## src/rtl/z_sum_window.sv

```systemverilog
// z_sum_window: accumulates WINDOW accepted sum samples into one widened total on a valid/ready output.
// Optional sticky odd-sample flag on port parity_err when Z_SUM_PARITY_CHECK_EN is defined.
module z_sum_window #(
  parameter int WIDTH  = 8,
  parameter int WINDOW = 4,
  parameter int ACC_W  = (WINDOW == 1) ? WIDTH : WIDTH + $clog2(WINDOW),
  parameter int DROP_W = 8
) (
  input  logic                          clk,
  input  logic                          rst,
  input  logic                          en,
  input  logic [WIDTH-1:0]              in0,
  input  logic                          out_ready,
  output logic                          in_ready,
  output logic [ACC_W-1:0]              out,
  output logic                          out_valid,
  output logic [$clog2(WINDOW+1)-1:0]   fill,
  output logic [DROP_W-1:0]             drops
`ifdef Z_SUM_PARITY_CHECK_EN
  ,
  output logic                          parity_err
`endif
);

  localparam int FILL_W = $clog2(WINDOW+1);
  localparam logic [FILL_W-1:0] LAST_FILL = FILL_W'(WINDOW-1);
  localparam logic [DROP_W-1:0] DROP_MAX  = {DROP_W{1'b1}};

  typedef enum logic [0:0] {ACCUM = 1'b0, HOLD = 1'b1} state_t;

  state_t              state_r, state_nxt_s;
  logic [ACC_W-1:0]    acc_r, acc_nxt_s, out_nxt_s, sum_s;
  logic [FILL_W-1:0]   fill_nxt_s;
  logic [DROP_W-1:0]   drops_nxt_s;
  logic                hs_s, accept_s, drop_s, last_s;

  // A handshake frees the holding register, so a sample in that same cycle is accepted.
  assign hs_s     = out_valid & out_ready;
  assign in_ready = (state_r == ACCUM) | hs_s;
  assign accept_s = en & in_ready;
  assign drop_s   = en & ~in_ready;
  assign sum_s    = acc_r + ACC_W'(in0);
  assign last_s   = (fill == LAST_FILL);

  // State register
  always_ff @(posedge clk or negedge rst) begin
    if (!rst) begin
      state_r <= ACCUM;
    end else begin
      state_r <= state_nxt_s;
    end
  end

  // Next-state logic; acc and fill are already zero in HOLD, so a sample there starts a fresh window
  always_comb begin
    state_nxt_s = state_r;
    case (state_r)
      ACCUM: begin
        if (accept_s && last_s) begin
          state_nxt_s = HOLD;
        end else begin
          state_nxt_s = ACCUM;
        end
      end
      HOLD: begin
        if (accept_s && last_s) begin
          state_nxt_s = HOLD;
        end else if (hs_s) begin
          state_nxt_s = ACCUM;
        end else begin
          state_nxt_s = HOLD;
        end
      end
      default: state_nxt_s = ACCUM;
    endcase
  end

  // Datapath next values: accumulate, close a window, count drops
  always_comb begin
    acc_nxt_s   = acc_r;
    fill_nxt_s  = fill;
    out_nxt_s   = out;
    drops_nxt_s = drops;
    if (accept_s) begin
      if (last_s) begin
        acc_nxt_s  = {ACC_W{1'b0}};
        fill_nxt_s = {FILL_W{1'b0}};
        out_nxt_s  = sum_s;
      end else begin
        acc_nxt_s  = sum_s;
        fill_nxt_s = fill + FILL_W'(1'b1);
      end
    end else begin
      acc_nxt_s  = acc_r;
      fill_nxt_s = fill;
    end
    if (drop_s && (drops != DROP_MAX)) begin
      drops_nxt_s = drops + DROP_W'(1'b1);
    end else begin
      drops_nxt_s = drops;
    end
  end

  // Datapath and output registers
  always_ff @(posedge clk or negedge rst) begin
    if (!rst) begin
      acc_r     <= {ACC_W{1'b0}};
      fill      <= {FILL_W{1'b0}};
      out       <= {ACC_W{1'b0}};
      out_valid <= 1'b0;
      drops     <= {DROP_W{1'b0}};
    end else begin
      acc_r     <= acc_nxt_s;
      fill      <= fill_nxt_s;
      out       <= out_nxt_s;
      out_valid <= (state_nxt_s == HOLD);
      drops     <= drops_nxt_s;
    end
  end

`ifdef Z_SUM_PARITY_CHECK_EN
  // Upstream sums two identical registers, so any odd accepted sample marks corruption
  always_ff @(posedge clk or negedge rst) begin
    if (!rst) begin
      parity_err <= 1'b0;
    end else begin
      parity_err <= parity_err | (accept_s & in0[0]);
    end
  end

`ifdef FORMAL
  z_sum_window_parity_chk u_parity_chk (
    .clk        (clk),
    .rst        (rst),
    .parity_err (parity_err)
  );
`endif
`endif

endmodule

`ifdef Z_SUM_PARITY_CHECK_EN
`ifdef FORMAL
module z_sum_window_parity_chk (
  input logic clk,
  input logic rst,
  input logic parity_err
);
  // Out of reset the flag must never rise
  always @(posedge clk) begin
    if (rst) begin
      assert (!parity_err);
    end
  end
endmodule
`endif
`endif

```

## config.mk

```make
export PLATFORM = sky130hd
export DESIGN_NAME = z_sum_window
export DESIGN_NICKNAME = d
export VERILOG_FILES = /design/src/rtl/z_sum_window.sv
export SDC_FILE = /design/constraint.sdc
export NUM_CORES = 1
export LEC_CHECK = 0
export ABC_CLOCK_PERIOD_IN_PS = 5050
export BUFFER_PORTS_ARGS = -buffer_cell sky130_fd_sc_hd__clkbuf_2
export CAP_MARGIN = 20
export CORE_MARGIN = 8
export CORE_UTILIZATION = 25
export DETAILED_ROUTE_END_ITERATION = 10
export SYNTH_ARGS = -nofsm -noshare
export SYNTH_HDL_FRONTEND = slang
export SYNTH_SLANG_ARGS = --single-unit
```

## constraint.sdc

```tcl
create_clock -name clk -period 5.05 [get_ports clk]
set_input_delay 0.2525 -clock clk [delete_from_list [all_inputs] [get_ports clk]]
set_output_delay 0.2525 -clock clk [all_outputs]
set_load 0.005 [all_outputs]
```

==> impl_metrics.json <==
{
  "grt_use_met1_pct": 9.51,
  "cts_sinks": 32,
  "path_cells": "ha_1 > inv_1 > fa_1 > nor2b_1 > o31a_1 > o22ai_1 > xnor2_1 > mux2_2",
  "yosysSeqAreaShare_pct": 48.4,
  "hold_path.class": "input port to async pin",
  "critPathTopFamily": "adder cells",
  "yosys_warnings": 0,
  "synth_top_family_by_area": "compound AO/OA/AOI/OAI gates",
  "critPathLaunchType": "register",
  "peakVddDrop_uv": 149,
  "worst_slew_pin_slew_ps": 811,
  "first_pass_iters": 4,
  "synthArstFlopShare_pct": 100,
  "synth-seq-cells": 32,
  "grt.met3_usage_pct": 2.35,
  "grt_use_met2_pct": 12.7,
  "fin_util_pct": 31.3,
  "postSynthNetCount": 164,
  "end_kind": "register",
  "cts_setup_buffers": 0,
  "ant_nets": 0,
  "setup_tns_ps": 0,
  "cts.repair.resized": 0,
  "power.density_nw_per_um2": 576,
  "setup_violations": 0,
  "netlist_area_sq_um": 1660,
  "clockPowerShare_pct": 17.7,
  "numPortBuffers": 34,
  "fin_crit_ps": 2080,
  "cts_tree": "built",
  "start_util_pct": 25.9,
  "status": "finished, final reports clean",
  "fin_crit_sh_pct": 41.2,
  "nFillCells": 676,
  "syn_avg_cell_area_sq_um": 11.7,
  "cts_hold_buf": 0,
  "clock-root-buffer": "clkbuf_8",
  "die_h_microns": 97.4,
  "fin_skew_ps": 8.34,
  "grt_util_all_layers_pct": 7.95,
  "io_pins": 35,
  "p_int_mw": 0.722,
  "die_x_microns": 97.4,
  "arrival_ps": 2250,
  "antenna_found_initial": 0,
  "cts_max_level": 2,
  "critPathLaunch": "acc_r[0]",
  "required_ps": 5220,
  "syn2layout_area_growth_pct": 20.8,
  "overflow": 0,
  "r2r-start": "acc_r[0]",
  "hold_viol_final": 0,
  "synth-edff-count": 0,
  "synth_xor_area_share_pct": 7.41,
  "ys_types": 36,
  "maxSlewViolCount": 0,
  "final_nets": 203,
  "path_max_fanout": 3,
  "cts_buffers": 5,
  "n_antenna_cell": 0,
  "clk-insertion-delay-late_ps": 290,
  "syn_inst": 141,
  "final_layout_size_suffix_gt1_share_pct": 32.0,
  "vias_per_cell": 4.67,
  "synth_fa_ha_area_share_pct": 8.77,
  "clockBufferDepth": 2,
  "crit_path_top_delay_cell": "fa_1",
  "slew_headroom_pct": 45.9,
  "p_seq_share_pct": 37.0,
  "slowest_delay_ps": 390,
  "drc": 0,
  "wirelength_mm": 3.67,
  "clk_pin_slew_ps": 70,
  "wire_per_inst_microns": 14.2,
  "synthSimpleGateAreaFrac_pct": 10.8,
  "die_area_sq_um": 9480,
  "critPathBufInv": 1,
  "switching_share_pct": 37.3,
  "grt_pass1_wl_mm": 6.27,
  "p_sw_mw": 0.430,
  "hpwl_mm": 2.83,
  "worst-setup-path-type": "register to register",
  "synth_compound_area_share_pct": 16.0,
  "synthMuxAreaShare_pct": 6.12,
  "top_usage_layer": "met2",
  "p_leak_nw": 0.941,
  "num_vias": 1206,
  "grt_max_degree": 33,
  "grt_pass1_vias": 1264,
  "fmax_mhz": 481,
  "pwr-share-comb_pct": 45.3,
  "rsz0062_at_grt": "false",
  "cap_violations": 0,
  "ys.flop_type": "dfrtp_1",
  "drt_iter0_markers": 35,
  "fp-row-count": 29,
  "place.gp.congestion": 0.726,
  "core_area_sq_um": 6390
}
==> cell usage in the layout (no fill, tap or decap) <==
cell type	netlist	routed
clkbuf_2	0	34
dfrtp_1	32	32
xnor2_1	11	11
o21ai_0	10	10
ha_1	10	10
mux2_2	9	9
nand2_1	8	8
inv_1	7	7
a22o_1	7	7
a21oi_1	6	6
clkbuf_8	0	6
nand3_1	4	4
nor2_1	4	4
nand2b_1	3	3
xor2_1	3	3
o22ai_1	3	3
and3_4	2	2
nor2b_1	2	2
clkinv_2	0	2
and2_1	1	1
nand3_2	1	1
a311oi_4	1	1
nand4_1	1	1
and4_4	1	1
o21a_1	1	1
o31a_1	1	1
a211o_1	1	1
nor3_1	1	1
o21bai_1	1	1
o31ai_4	1	1
or3_1	1	1
or2_2	1	1
o311ai_1	1	1
o211ai_1	1	1
nand4b_1	1	1
o311ai_0	1	1
fa_1	1	1
==> cell families after synthesis <==
logic type,count (synthesis)
buf+inv,9
xor+xnor,14
mux,9
fa+ha+maj,11
simple gates,31
flops,32
compound gates,35
==> sequential cells by signal, indices dropped and copies added (netlist names) <==
signal,count
fill,3
out_valid,1
drops,8
out,10
acc_r,10
==> layout make-up <==
class	count	area, sq um	area share [%]
Clock buffer	6	82.6	4.13
Clock inverter	2	10.0	0.501
Inverter	7	26.3	1.31
Multi-Input combinational cell	100	813	40.7
Sequential cell	32	801	40.1
Tap cell	77	96.3	4.82
Timing Repair Buffer	34	170	8.51
==> power by group through the flow <==
| stage | Clock [mW] | Combinational, mW | Sequential [mW] |
|---|---|---|---|
| finish | 0.204 | 0.522 | 0.426 |
| global route | 0.222 | 0.592 | 0.441 |
| CTS | 0.214 | 0.532 | 0.428 |
| detailed placement | 0 | 0.530 | 0.432 |
| global placement | 0 | 0.522 | 0.428 |
| floorplan | 0 | 0.370 | 0.423 |
==> per-stage QoR <==
step	cells	setup slack [ps]	cell area (sq um)	power [mW]	hold slack, ps
after floorplan	141	3180	1660	0.793	-43.1
after global placement	250	2970	1910	0.950	400
after detailed placement	250	2980	1910	0.962	395
after CTS	258	2960	2000	1.17	82.1
after global routing	258	2830	2000	1.26	128
final	258	2970	2000	1.15	41.8
==> metal layers <==
metal	routed length (microns)	part of all wire, %
met1	1730	47
met2	1730	47
met3	143	3.9
met4	65	1.8
met5	0	0
==> cells in the mapped netlist, drive strengths merged, types with 2 or more instances <==
library cell	number	area [sq um]
inv	7	26.3
nand2	8	30.0
mux2	9	101
a21oi	6	30.0
and3	2	22.5
nand3	5	30.0
dfrtp	32	801
o21ai	10	50.1
nor2b	2	12.5
xor2	3	26.3
a22o	7	61.3
ha	10	125
o311ai	2	17.5
o22ai	3	18.8
nor2	4	15.0
nand2b	3	18.8
xnor2	11	96.3
==> worst paths after layout <==
kind	to	slack, ps	depth (start not counted)
max in group asynchronous	out[9]	4480	1
hold / removal	out[3]	40	1
min in group clk	out[0]	370	3
setup / recovery	out[6]	2970	8
hold reg to reg	out[9]	480	2
setup reg to reg	out[6]	2970	8
No activity file was read; power rests on OpenSTA's default activity.
